[src/rtl/hazard_scoreboard.sv]
// Hazard scoreboard: tracks in-flight GPR writes in E/M/W against D-stage sources to
// produce stall and forwarding selects, and runs the HI/LO multiply/divide busy counter.
module hazard_scoreboard #(
    parameter int unsigned MULT_CYC = 5,
    parameter int unsigned DIV_CYC  = 10
) (
    input  logic       clk,
    input  logic       reset,
    input  logic [4:0] rs_D,
    input  logic [4:0] rt_D,
    input  logic       use_rs_D,
    input  logic       use_rt_D,
    input  logic [1:0] tuse_rs_D,
    input  logic [1:0] tuse_rt_D,
    input  logic [4:0] wreg_D,
    input  logic       wen_D,
    input  logic [1:0] tnew_D,
    input  logic       md_D,
    input  logic       md_start_E,
    input  logic       md_div_E,
    output logic       stall,
    output logic [1:0] fwd_rs_D,
    output logic [1:0] fwd_rt_D,
    output logic       md_busy
);

    typedef struct packed {
        logic       valid;
        logic [4:0] rg;
        logic [1:0] tnew;
    } entry_t;

    entry_t     ent_e_q, ent_e_d;
    entry_t     ent_m_q, ent_m_d;
    entry_t     ent_w_q, ent_w_d;
    logic [3:0] md_cnt_q, md_cnt_d;

    logic [2:0] rs_res, rt_res;
    logic       data_stall, md_stall;

    function automatic logic [1:0] dec_sat(input logic [1:0] t);
        return (t == 2'd0) ? 2'd0 : t - 2'd1;
    endfunction

    // Returns {hazard, fwd_code}; the youngest matching entry hides older ones.
    function automatic logic [2:0] resolve(input entry_t e, input entry_t m, input entry_t w,
                                           input logic use_s, input logic [4:0] s,
                                           input logic [1:0] tuse);
        entry_t     win;
        logic [1:0] code;
        logic       found;
        logic [2:0] r;
        win   = '0;
        code  = 2'd0;
        found = 1'b0;
        r     = 3'b000;
        if (use_s && (s != 5'd0)) begin
            if (e.valid && (e.rg == s)) begin
                win = e; code = 2'd1; found = 1'b1;
            end else if (m.valid && (m.rg == s)) begin
                win = m; code = 2'd2; found = 1'b1;
            end else if (w.valid && (w.rg == s)) begin
                win = w; code = 2'd3; found = 1'b1;
            end
        end
        if (found) begin
            if (win.tnew > tuse) begin
                r[2] = 1'b1;
            end else if (win.tnew == 2'd0) begin
                r[1:0] = code;
            end
        end
        return r;
    endfunction

    assign md_busy = (md_cnt_q != 4'd0);

    always_comb begin
        rs_res     = resolve(ent_e_q, ent_m_q, ent_w_q, use_rs_D, rs_D, tuse_rs_D);
        rt_res     = resolve(ent_e_q, ent_m_q, ent_w_q, use_rt_D, rt_D, tuse_rt_D);
        data_stall = rs_res[2] | rt_res[2];
        md_stall   = md_D && (md_busy || md_start_E);
        stall      = data_stall | md_stall;
        fwd_rs_D   = rs_res[1:0];
        fwd_rt_D   = rt_res[1:0];
    end

    always_comb begin
        ent_w_d       = ent_m_q;
        ent_w_d.tnew  = dec_sat(ent_m_q.tnew);
        ent_m_d       = ent_e_q;
        ent_m_d.tnew  = dec_sat(ent_e_q.tnew);
        ent_e_d       = '0;
        if (!stall) begin
            ent_e_d.valid = wen_D && (wreg_D != 5'd0);
            ent_e_d.rg    = wreg_D;
            ent_e_d.tnew  = tnew_D;
        end
        // A new start always reloads, so the most recent operation wins.
        if (md_start_E) begin
            md_cnt_d = md_div_E ? 4'(DIV_CYC) : 4'(MULT_CYC);
        end else if (md_cnt_q != 4'd0) begin
            md_cnt_d = md_cnt_q - 4'd1;
        end else begin
            md_cnt_d = 4'd0;
        end
    end

    always_ff @(posedge clk) begin
        if (reset) begin
            ent_e_q  <= '0;
            ent_m_q  <= '0;
            ent_w_q  <= '0;
            md_cnt_q <= 4'd0;
        end else begin
            ent_e_q  <= ent_e_d;
            ent_m_q  <= ent_m_d;
            ent_w_q  <= ent_w_d;
            md_cnt_q <= md_cnt_d;
        end
    end

endmodule

[config.mk]
export PLATFORM = sky130hd
export DESIGN_NAME = hazard_scoreboard
export DESIGN_NICKNAME = d
export VERILOG_FILES = /design/src/rtl/hazard_scoreboard.sv
export SDC_FILE = /design/constraint.sdc
export NUM_CORES = 1
export LEC_CHECK = 0
export CAP_MARGIN = 0
export CORE_MARGIN = 2
export CORE_UTILIZATION = 55
export DETAILED_ROUTE_END_ITERATION = 8
export HOLD_SLACK_MARGIN = 0.02
export PLACE_DENSITY = 0.95
export SLEW_MARGIN = 20
export SYNTH_ARGS = -nofsm -noshare
export SYNTH_HDL_FRONTEND = slang
export SYNTH_SLANG_ARGS = --single-unit
[constraint.sdc]
create_clock -name clk -period 9.4 [get_ports clk]
set_input_delay 1.88 -clock clk [delete_from_list [all_inputs] [get_ports clk]]
set_output_delay 1.88 -clock clk [all_outputs]
set_load 0.01 [all_outputs]
==> metrics.cfg <==
[floorplanning]
start_util_pct = 57.0
die_area_um2 = 3580
die_w_um = 59.8
core_area_um2 = 3000
pin_count = 35
dieHeight_um = 59.8
rows = 20

[status]
outcome = finished clean

[clock_tree]
clk_latency_ps = 320
post_cts_buffers = 0
ctsResizeCount = 0
cts_buffer_depth = 2
cts.sinks = 28
clkTransAtPathRegs_ps = 130
cts_made_buffers = 3
cts_tree = yes
htreeDepth = 1
cts_root_buffer = clkbuf_4
ctsHoldBuffers = 0

[grt]
grt_max_degree = 29
grt_pass1_vias = 1414
antenna_found_initial = 0
grt_pass1_wl_um = 6190
grt-ovfl-total = 0
track_usage_pct = 22.7

[logic_synthesis]
synth_area_um2 = 1710
ys_warn_count = 0
syn_area_per_cell_um2 = 8.97
ys_types = 44
synth_async_sr_flop_share_pct = 0
syn_inst = 191
ys.flop_type = dfxtp_1
synth_edf_count = 0
syn-num-nets = 226
seq_area_frac_synth_pct = 32.7
synth-seq-cells = 28

[timing]
drv_slew = 0
max_slew_margin_pct = 59.9
finalCritPeriodShare_pct = 76.6
finalHoldViolations = 0
max_freq_mhz = 139
grt_setup_unrepaired = false
fin_crit_ps = 7200
tightestPinTransition_ps = 597
tns_ps = 0
setup_viol = 0
fin_skew_ps = 1.21

[setup_path]
critical_path_required_ps = 7520
cp-start-kind = primary input
crit_path_end_kind = output pin
cp.arrival_ps = 5320
critPathMaxFanout = 9
critPathKind = in -> out

[pwr]
power_leakage_nw = 0.737
p_per_area_nw_per_um2 = 112
vdd_drop_max_mv = 0.0897
power_mw = 0.236

[drt]
ant_nets = 0
drc = 0
drt_iter0_drc = 54
vias = 1484
drt_wl_total_um = 3740
wl_per_cell_um = 14.5
routed_via_density = 5.77
first_pass_iters = 4

[final_layout]
regArea_um2 = 561
multi_input_area_um2 = 1090
antenna_cells = 0
drive_above_1_share_pct = 9.38
design_area_um2 = 2100
fillers = 247
final_cells = 257
final_nets = 261
area_delta_synth_final_pct = 22.4

[placed_design]
place.gp.congestion = 0.917
place_area_um2 = 2080
io_buffer_count = 34
dp_hpwl_um = 3110
placed_cells = 254

[hold_path]
hold_path_class = reg -> reg

[job]
maxCapViolations = 0

## state kept, by name, summed over array words and instances, names as in the netlist
| signal | flops |
|---|---|
| ent_m_q | 8 |
| ent_w_q | 8 |
| ent_e_q | 8 |
| md_cnt_q | 4 |
## worst paths after layout
path	startpoint	end	slack, ps	depth (start not counted)
hold reg to reg	ent_e_q[7]	ent_m_q[7]	500	1
setup / recovery	rs_D[2]	stall	2200	13
setup reg to reg	ent_e_q[2]	ent_e_q[3]	6510	11
hold / removal	ent_e_q[7]	ent_m_q[7]	500	1
## cells in the final DEF, fill, tap and decap left out, types with 3 or more instances in the layout
cell type and instances:
nor2b_1 14, o21ai_0 6, xor2_1 7, clkdlybuf4s50_1 33, nand2_1 10, nand3_1 6, a31oi_1 3, clkbuf_4 3
or3_1 3, xnor2_1 23, inv_1 12, a21oi_1 6, nand4_1 3, dfxtp_1 28, ha_1 6, or4_1 3
nor3_1 8, nor3b_2 8, nor2_1 8
## metal layers
metal	up-vias	part of all wire, %	track usage, %	routed length [um]
li1	743	-	-	-
met1	689	46	30.3	1720
met2	42	49	37.9	1820
met3	10	3.2	1.73	120
met4	0	2.1	8.89	79
met5	-	0	0	0
## Yosys cell counts, types with 4 or more instances
| library cell | number | share of area [%] |
|---|---|---|
| a21oi_1 | 6 | 1.8 |
| clkbuf_1 | 4 | 0.88 |
| dfxtp_1 | 28 | 33 |
| ha_1 | 6 | 4.4 |
| inv_1 | 12 | 2.6 |
| nand2_1 | 10 | 2.2 |
| nand3_1 | 6 | 1.8 |
| nor2_1 | 8 | 1.8 |
| nor2b_1 | 14 | 5.1 |
| nor3_1 | 8 | 2.3 |
| nor3b_2 | 8 | 5.8 |
| o21ai_0 | 6 | 1.8 |
| xnor2_1 | 23 | 12 |
| xor2_1 | 7 | 3.6 |
## logic make-up (layout without fill, tap and decap cells)
| kind of cell | Yosys count | after routing | synth area share [%] |
|---|---|---|---|
| flops | 28 | 28 | 32.7 |
| fa+ha+maj | 6 | 6 | 4.38 |
| xor+xnor | 30 | 30 | 15.3 |
| compound gates | 34 | 34 | 15.1 |
| simple gates | 77 | 77 | 28.9 |
| buf+inv | 16 | 49 | 3.51 |
## metrics by stage
stage	util, %	worst slack, ps	hold WS (ps)
after CTS	70.0	2260	496
after detailed placement	69.3	2270	476
after floorplan	-	3660	422
after global routing	69.8	1990	529
after global placement	69.3	2280	464
final	69.8	2200	502
## worst max-delay path: stages
cell and delay (ps):
clkdlybuf4s50_1 640, xnor2_1 170, nand3_1 90, nor3_1 480, a311oi_1 210, or2_1 260
ha_1 180, inv_1 50, a21oi_1 60, a21oi_1 170, nand2_1 150, o22ai_4 360
clkdlybuf4s50_1 620
## area by class of cell
| type | count | area share, % |
|---|---|---|
| multi-input cells | 147 | 52.1 |
| flip-flops and latches | 28 | 26.7 |
| repair buffers | 34 | 16.0 |
| inverters | 12 | 2.15 |
| well taps | 33 | 1.97 |
| clock buffers | 3 | 1.07 |
## power by group
| part | total, mW | switching, mW | leakage [nW] | internal, mW |
|---|---|---|---|---|
| combinational | 0.0565 | 0.0259 | 0.493 | 0.0306 |
| sequential | 0.132 | 0.00673 | 0.230 | 0.125 |
| clock | 0.0473 | 0.0323 | 0.0138 | 0.0150 |
Note: power is estimated with default switching activity, not from simulation.
